===== src/rtl/ball_layer_compositor_if.sv =====
// Pixel-side bundle between the sprite bitmaps / pixel counters and the layer compositor.
interface ball_layer_compositor_if #(
  parameter int unsigned NUM_LAYERS = 4
) ();
  logic                    startOfFrame;
  logic [10:0]             pixelX;
  logic [10:0]             pixelY;
  logic [NUM_LAYERS-1:0]   layerDR;
  logic [8*NUM_LAYERS-1:0] layerRGB;
  logic [7:0]              backgroundRGB;
  logic [7:0]              RGBOut;
  logic                    frameValid;
  logic                    ropeHitBall;
  logic                    ballHitPlayer;
  logic [7:0]              hitCount;
  logic [10:0]             hitX;
  logic [10:0]             hitY;

  modport master (
    output startOfFrame, pixelX, pixelY, layerDR, layerRGB, backgroundRGB,
    input  RGBOut, frameValid, ropeHitBall, ballHitPlayer, hitCount, hitX, hitY
  );

  modport slave (
    input  startOfFrame, pixelX, pixelY, layerDR, layerRGB, backgroundRGB,
    output RGBOut, frameValid, ropeHitBall, ballHitPlayer, hitCount, hitX, hitY
  );
endinterface


===== src/rtl/ball_layer_compositor.sv =====
// Priority compositor for sprite layers plus per-frame rope/ball/player overlap reporting.
// Define BALL_COMPOSITOR_HIT_COORD_EN to capture the first-overlap coordinate on hitX/hitY.
module ball_layer_compositor #(
  parameter int unsigned NUM_LAYERS           = 4,
  parameter int unsigned BALL_LAYER           = 1,
  parameter int unsigned ROPE_LAYER           = 0,
  parameter int unsigned PLAYER_LAYER         = 2,
  parameter logic [7:0]  TRANSPARENT_ENCODING = 8'hFF
) (
  input logic                     clk,
  input logic                     reset,
  ball_layer_compositor_if.slave  bus
);

  localparam logic StIdle = 1'b0;
  localparam logic StRun  = 1'b1;

  logic [NUM_LAYERS-1:0] eff_dr;
  logic [7:0]            rgb_d, rgb_q;
  logic                  rope_ev, player_ev, any_ev;

  logic       state_d, state_q;
  logic       frame_valid_d, frame_valid_q;
  logic       rope_hit_d, rope_hit_q;
  logic       player_hit_d, player_hit_q;
  logic [7:0] hit_count_d, hit_count_q;
  logic       acc_rope_d, acc_rope_q;
  logic       acc_player_d, acc_player_q;
  logic [7:0] acc_count_d, acc_count_q;

  // A transparent colour counts as "not drawing" for both compositing and overlaps.
  always_comb begin
    eff_dr = '0;
    for (int i = 0; i < int'(NUM_LAYERS); i++) begin
      eff_dr[i] = bus.layerDR[i] && (bus.layerRGB[8*i +: 8] != TRANSPARENT_ENCODING);
    end
  end

  // Walk from the lowest priority upward so the lowest drawing index wins.
  always_comb begin
    rgb_d = bus.backgroundRGB;
    for (int i = int'(NUM_LAYERS) - 1; i >= 0; i--) begin
      if (eff_dr[i]) rgb_d = bus.layerRGB[8*i +: 8];
    end
  end

  assign rope_ev   = eff_dr[ROPE_LAYER] & eff_dr[BALL_LAYER];
  assign player_ev = eff_dr[BALL_LAYER] & eff_dr[PLAYER_LAYER];
  assign any_ev    = rope_ev | player_ev;

  always_comb begin
    state_d       = state_q;
    frame_valid_d = 1'b0;
    rope_hit_d    = rope_hit_q;
    player_hit_d  = player_hit_q;
    hit_count_d   = hit_count_q;
    acc_rope_d    = acc_rope_q;
    acc_player_d  = acc_player_q;
    acc_count_d   = acc_count_q;
    if (bus.startOfFrame) begin
      state_d = StRun;
      if (state_q == StRun) begin
        frame_valid_d = 1'b1;
        rope_hit_d    = acc_rope_q;
        player_hit_d  = acc_player_q;
        hit_count_d   = acc_count_q;
      end
      // The startOfFrame pixel already belongs to the new frame.
      acc_rope_d   = rope_ev;
      acc_player_d = player_ev;
      acc_count_d  = any_ev ? 8'd1 : 8'd0;
    end else if (state_q == StRun) begin
      acc_rope_d   = acc_rope_q | rope_ev;
      acc_player_d = acc_player_q | player_ev;
      if (any_ev && (acc_count_q != 8'hFF)) acc_count_d = acc_count_q + 8'd1;
    end
  end

  always_ff @(posedge clk or posedge reset) begin
    if (reset) begin
      rgb_q         <= 8'h00;
      state_q       <= StIdle;
      frame_valid_q <= 1'b0;
      rope_hit_q    <= 1'b0;
      player_hit_q  <= 1'b0;
      hit_count_q   <= 8'h00;
      acc_rope_q    <= 1'b0;
      acc_player_q  <= 1'b0;
      acc_count_q   <= 8'h00;
    end else begin
      rgb_q         <= rgb_d;
      state_q       <= state_d;
      frame_valid_q <= frame_valid_d;
      rope_hit_q    <= rope_hit_d;
      player_hit_q  <= player_hit_d;
      hit_count_q   <= hit_count_d;
      acc_rope_q    <= acc_rope_d;
      acc_player_q  <= acc_player_d;
      acc_count_q   <= acc_count_d;
    end
  end

  assign bus.RGBOut        = rgb_q;
  assign bus.frameValid    = frame_valid_q;
  assign bus.ropeHitBall   = rope_hit_q;
  assign bus.ballHitPlayer = player_hit_q;
  assign bus.hitCount      = hit_count_q;

`ifdef BALL_COMPOSITOR_HIT_COORD_EN
  logic        first_seen_d, first_seen_q;
  logic [10:0] first_x_d, first_x_q, first_y_d, first_y_q;
  logic [10:0] hit_x_d, hit_x_q, hit_y_d, hit_y_q;

  // Coordinates stay zero for a frame with no overlap, so publishing needs no extra muxing.
  always_comb begin
    first_seen_d = first_seen_q;
    first_x_d    = first_x_q;
    first_y_d    = first_y_q;
    hit_x_d      = hit_x_q;
    hit_y_d      = hit_y_q;
    if (bus.startOfFrame) begin
      if (state_q == StRun) begin
        hit_x_d = first_x_q;
        hit_y_d = first_y_q;
      end
      first_seen_d = any_ev;
      first_x_d    = any_ev ? bus.pixelX : 11'd0;
      first_y_d    = any_ev ? bus.pixelY : 11'd0;
    end else if ((state_q == StRun) && any_ev && !first_seen_q) begin
      first_seen_d = 1'b1;
      first_x_d    = bus.pixelX;
      first_y_d    = bus.pixelY;
    end
  end

  always_ff @(posedge clk or posedge reset) begin
    if (reset) begin
      first_seen_q <= 1'b0;
      first_x_q    <= 11'd0;
      first_y_q    <= 11'd0;
      hit_x_q      <= 11'd0;
      hit_y_q      <= 11'd0;
    end else begin
      first_seen_q <= first_seen_d;
      first_x_q    <= first_x_d;
      first_y_q    <= first_y_d;
      hit_x_q      <= hit_x_d;
      hit_y_q      <= hit_y_d;
    end
  end

  assign bus.hitX = hit_x_q;
  assign bus.hitY = hit_y_q;
`else
  logic unused_coord;
  assign unused_coord = ^{bus.pixelX, bus.pixelY};
  assign bus.hitX     = 11'd0;
  assign bus.hitY     = 11'd0;
`endif

endmodule


===== src/flat_wrapper.sv =====
// flat-port wrapper written by rule: the top's interface ports become plain ports
module ball_layer_compositor_flat 
#(
  parameter int unsigned NUM_LAYERS           = 4,
  parameter int unsigned BALL_LAYER           = 1,
  parameter int unsigned ROPE_LAYER           = 0,
  parameter int unsigned PLAYER_LAYER         = 2,
  parameter logic [7:0]  TRANSPARENT_ENCODING = 8'hFF
)
  (clk, reset, bus_startOfFrame, bus_pixelX, bus_pixelY, bus_layerDR, bus_layerRGB, bus_backgroundRGB, bus_RGBOut, bus_frameValid, bus_ropeHitBall, bus_ballHitPlayer, bus_hitCount, bus_hitX, bus_hitY);
  ball_layer_compositor_if #(.NUM_LAYERS(NUM_LAYERS)) bus_i ();
  input logic clk;
  input logic reset;
  input wire logic [$bits(bus_i.startOfFrame)-1:0] bus_startOfFrame;
  input wire logic [$bits(bus_i.pixelX)-1:0] bus_pixelX;
  input wire logic [$bits(bus_i.pixelY)-1:0] bus_pixelY;
  input wire logic [$bits(bus_i.layerDR)-1:0] bus_layerDR;
  input wire logic [$bits(bus_i.layerRGB)-1:0] bus_layerRGB;
  input wire logic [$bits(bus_i.backgroundRGB)-1:0] bus_backgroundRGB;
  output wire logic [$bits(bus_i.RGBOut)-1:0] bus_RGBOut;
  output wire logic [$bits(bus_i.frameValid)-1:0] bus_frameValid;
  output wire logic [$bits(bus_i.ropeHitBall)-1:0] bus_ropeHitBall;
  output wire logic [$bits(bus_i.ballHitPlayer)-1:0] bus_ballHitPlayer;
  output wire logic [$bits(bus_i.hitCount)-1:0] bus_hitCount;
  output wire logic [$bits(bus_i.hitX)-1:0] bus_hitX;
  output wire logic [$bits(bus_i.hitY)-1:0] bus_hitY;
  assign bus_i.startOfFrame = bus_startOfFrame;
  assign bus_i.pixelX = bus_pixelX;
  assign bus_i.pixelY = bus_pixelY;
  assign bus_i.layerDR = bus_layerDR;
  assign bus_i.layerRGB = bus_layerRGB;
  assign bus_i.backgroundRGB = bus_backgroundRGB;
  assign bus_RGBOut = bus_i.RGBOut;
  assign bus_frameValid = bus_i.frameValid;
  assign bus_ropeHitBall = bus_i.ropeHitBall;
  assign bus_ballHitPlayer = bus_i.ballHitPlayer;
  assign bus_hitCount = bus_i.hitCount;
  assign bus_hitX = bus_i.hitX;
  assign bus_hitY = bus_i.hitY;
  ball_layer_compositor #(.NUM_LAYERS(NUM_LAYERS), .BALL_LAYER(BALL_LAYER), .ROPE_LAYER(ROPE_LAYER), .PLAYER_LAYER(PLAYER_LAYER), .TRANSPARENT_ENCODING(TRANSPARENT_ENCODING)) u_core (.clk(clk), .reset(reset), .bus(bus_i));
endmodule

===== config.mk =====
export PLATFORM = sky130hd
export DESIGN_NAME = ball_layer_compositor_flat
export DESIGN_NICKNAME = d
export VERILOG_FILES = /design/src/rtl/ball_layer_compositor_if.sv /design/src/rtl/ball_layer_compositor.sv /design/src/flat_wrapper.sv
export SDC_FILE = /design/constraint.sdc
export NUM_CORES = 1
export LEC_CHECK = 0
export ABC_AREA = 1
export BUFFER_PORTS_ARGS = -buffer_cell sky130_fd_sc_hd__buf_2
export CAP_MARGIN = 20
export CORE_AREA = 2 2 74 76
export CTS_CLUSTER_SIZE = 12
export DETAILED_ROUTE_END_ITERATION = 12
export DIE_AREA = 0 0 76 78
export MAX_ROUTING_LAYER = met4
export PLACE_DENSITY_LB_ADDON = 0.3
export SYNTH_ARGS = -nofsm -noshare
export SYNTH_HDL_FRONTEND = slang
export SYNTH_SLANG_ARGS = --single-unit

===== constraint.sdc =====
create_clock -name clk -period 3.2 [get_ports clk]
set_input_delay 0.32 -clock clk [delete_from_list [all_inputs] [get_ports clk]]
set_output_delay 0.32 -clock clk [all_outputs]
set_load 0.03 [all_outputs]

==> results.cfg <==
[detailed_routing]
firstDrtPassIters = 4
num_vias = 1881
remaining_antenna_violation_count_after_routing = 0
postRouteWirelength_um = 4130
route.detailed.wl_per_inst_um = 9.69
drcViolationCount = 0
initial_drt_markers = 106
route.detailed.vias_per_inst = 4.42

[final_layout]
antenna_cells_inserted = 0
drive_above_1_share_pct = 21.9
final_cells = 426
fin_nets = 426
n_fill_cell = 524
relative_area_change_from_synthesis_to_final_layout_pct = 19.1

[sta]
holdWs_ps = 98.8
timing.setup.tns_ps = 0
final_hold_viol_count = 0
final_min_period_over_clock_period_pct = 48.6
finalClockSkew_ps = 4.34
max_freq_ghz = 0.643
period_minus_slack_ps = 1550
rsz0062_at_grt = no
setup_viol = 0
final_max_slew_viol_count = 0

[place]
place_congestion = 0.803
place.detailed.hpwl_um = 3240
numPlacedInstances = 419
port_buffers = 65

[pwr]
ir_drop_mv = 0.136
leakage_nw = 1.41
power.density_mw_per_mm2 = 382

[die]
die_x_um = 76
design.die.area_mm2 = 0.00593
die_y_um = 78
initial_utilization_pct = 39.3
std_cell_rows = 26
placeableCoreArea_mm2 = 0.00504
io_pins = 110

[clock_network]
htree_num_levels = 2
cts_tree = yes
cts-root-to-sink-buffers = 2
post_cts_hold_buffer_count = 0
clkLatencyLatePin_ps = 280
tritoncts_num_sinks = 30
cts_buffers = 5
post_cts_resized = 0
post-cts-setup-buffer-count = 0
clk_transition_reported_paths_ps = 60
clockRootBuffer = sky130_fd_sc_hd__clkbuf_8

[logic_synthesis]
synth-seq-cells = 30
synth.yosys.warnings = 0
syn_inst = 290
synth_area_mm2 = 0.00198
post_synth.cell_area_avg_um2 = 6.84
synth_seq_area_share_pct = 37.9
synthDistinctLibCells = 22

[min_path]
hold_path_class = input pin to async pin

[grt]
grt_remaining_overflow = 0
grt_first_pass_wirelength_um = 7070
track_usage_pct = 15.2
vias_in_the_first_global_route = 1710
initial_antenna_violation_count = 0
grt_start_max_net_pins = 31

[setup_path]
worstSetupEndpointType = flop
timing.setup.critical_path_class = flop to flop
required_ps = 3380
timing.critical_path.from_type = flop
cp_data_arrival_time_ps = 1730
timing.critical_path.fanout_max = 9

[outcome]
outcome = completed

[flow_run]
cap_violations = 0
synthesized netlist by cell type:
library cell | number | area (µm²)
sky130_fd_sc_hd__o21a_1 | 1 | 7.51
sky130_fd_sc_hd__nor2_1 | 10 | 37.5
sky130_fd_sc_hd__a21oi_4 | 1 | 16.3
sky130_fd_sc_hd__conb_1 | 1 | 3.75
sky130_fd_sc_hd__nand2_1 | 95 | 357
sky130_fd_sc_hd__nand4_1 | 11 | 68.8
sky130_fd_sc_hd__nand3_2 | 1 | 10.0
sky130_fd_sc_hd__clkbuf_1 | 3 | 11.3
sky130_fd_sc_hd__or2_0 | 1 | 6.26
sky130_fd_sc_hd__buf_4 | 22 | 165
sky130_fd_sc_hd__dfrtp_1 | 30 | 751
sky130_fd_sc_hd__nand3_1 | 38 | 190
sky130_fd_sc_hd__nor2_2 | 1 | 6.26
sky130_fd_sc_hd__clkinv_1 | 3 | 11.3
sky130_fd_sc_hd__buf_6 | 1 | 11.3
sky130_fd_sc_hd__nand2_2 | 3 | 18.8
sky130_fd_sc_hd__inv_1 | 43 | 161
sky130_fd_sc_hd__buf_2 | 2 | 10.0
sky130_fd_sc_hd__nand2_4 | 1 | 11.3
sky130_fd_sc_hd__xor2_1 | 3 | 26.3
sky130_fd_sc_hd__ha_1 | 1 | 12.5
sky130_fd_sc_hd__o21ai_0 | 18 | 90.1
cell type report:
| class | count | area, µm² | area share, % |
|---|---|---|---|
| Clock buffer | 7 | 76.3 | 3.23 |
| Multi-Input combinational cell | 207 | 941 | 39.9 |
| Inverter | 46 | 173 | 7.31 |
| Sequential cell | 30 | 751 | 31.8 |
| Tap cell | 70 | 87.6 | 3.71 |
| Timing Repair Buffer | 66 | 333 | 14.1 |
sequential cells by signal, indices dropped and copies added, names as in the netlist:
register / cells
u_core.bus.ropeHitBall: 1
u_core.acc_count_q: 8
u_core.acc_rope_q: 1
u_core.state_q: 1
u_core.bus.ballHitPlayer: 1
u_core.bus.frameValid: 1
u_core.acc_player_q: 1
u_core.bus.hitCount: 8
u_core.bus.RGBOut: 8
power by group:
group          leakage [nW]  internal (mW)  switching [mW]
Combinational         0.990         0.0609           0.149
Sequential            0.385          0.401          0.0104
Clock                0.0383          0.149           0.131
Total                  1.41          0.611           0.290
kinds of logic after synthesis:
group / Yosys count / share of synthesized area (%)
other: 1 / 0.189
adder cells (fa/ha/maj): 1 / 0.631
flip-flops: 30 / 37.9
XOR/XNOR: 3 / 1.33
AND/OR/NAND/NOR: 161 / 35.6
AO/OA/AOI/OAI: 20 / 5.74
buffers and inverters: 74 / 18.7
metrics by stage:
stage               power, mW  util [%]  worst slack (ps)  instance area, µm²
finish                  0.901      46.8              1650                2360
global placement        0.628      45.3              1660                2280
global route            0.952      46.8              1530                2360
CTS                     0.911      46.8              1650                2360
detailed placement      0.629      45.3              1640                2280
floorplan               0.582         -              1800                2060
critical path, cell delays in order, from the launching register on:
cell and delay, ps:
sky130_fd_sc_hd__dfrtp_1 400, sky130_fd_sc_hd__ha_1 240, sky130_fd_sc_hd__nand3_2 100, sky130_fd_sc_hd__o21a_1 310, sky130_fd_sc_hd__or2_0 250, sky130_fd_sc_hd__nand3_1 90
sky130_fd_sc_hd__nand2_1 60
final timing paths:
check                                  startpoint                     end  slack (ps)  depth (start not counted)
hold / removal                              reset  u_core.bus.hitCount[3]         100                          3
max in group asynchronous                   reset   u_core.acc_count_q[7]        2820                          3
setup reg to reg            u_core.acc_count_q[0]   u_core.acc_count_q[0]        1650                          6
setup / recovery            u_core.acc_count_q[0]   u_core.acc_count_q[0]        1650                          6
min in group clk                  bus_layerRGB[5]    u_core.bus.RGBOut[5]         250                          3
hold reg to reg            u_core.bus.hitCount[2]  u_core.bus.hitCount[2]         470                          2
cells in the final DEF, fill, tap and decap left out:
master / synthesis / routed
sky130_fd_sc_hd__buf_2: 2 / 65
sky130_fd_sc_hd__nor2_1: 10 / 10
sky130_fd_sc_hd__nand3_2: 1 / 1
sky130_fd_sc_hd__clkinv_1: 3 / 3
sky130_fd_sc_hd__nand4_1: 11 / 11
sky130_fd_sc_hd__o21a_1: 1 / 1
sky130_fd_sc_hd__ha_1: 1 / 1
sky130_fd_sc_hd__buf_4: 22 / 1
sky130_fd_sc_hd__or2_0: 1 / 1
sky130_fd_sc_hd__xor2_1: 3 / 3
sky130_fd_sc_hd__inv_1: 43 / 43
sky130_fd_sc_hd__conb_1: 1 / 22
sky130_fd_sc_hd__a21oi_4: 1 / 1
sky130_fd_sc_hd__o21ai_0: 18 / 18
sky130_fd_sc_hd__nand2_1: 95 / 95
sky130_fd_sc_hd__nand2_4: 1 / 1
sky130_fd_sc_hd__nor2_2: 1 / 1
sky130_fd_sc_hd__dfrtp_1: 30 / 30
sky130_fd_sc_hd__clkbuf_8: 0 / 5
sky130_fd_sc_hd__nand2_2: 3 / 3
sky130_fd_sc_hd__nand3_1: 38 / 38
sky130_fd_sc_hd__clkbuf_1: 3 / 2
metal layers:
layer / up-vias / part of all wire (%) / wire (µm) / track usage (%)
met4: 0 / 2.2 / 91 / 7.64
met1: 809 / 44 / 1830 / 18.1
met2: 74 / 47 / 1940 / 24.2
li1: 989 / - / - / -
met5: - / 0 / 0 / -
met3: 9 / 6.4 / 264 / 3.72
Note: power is estimated with default switching activity, not from simulation.
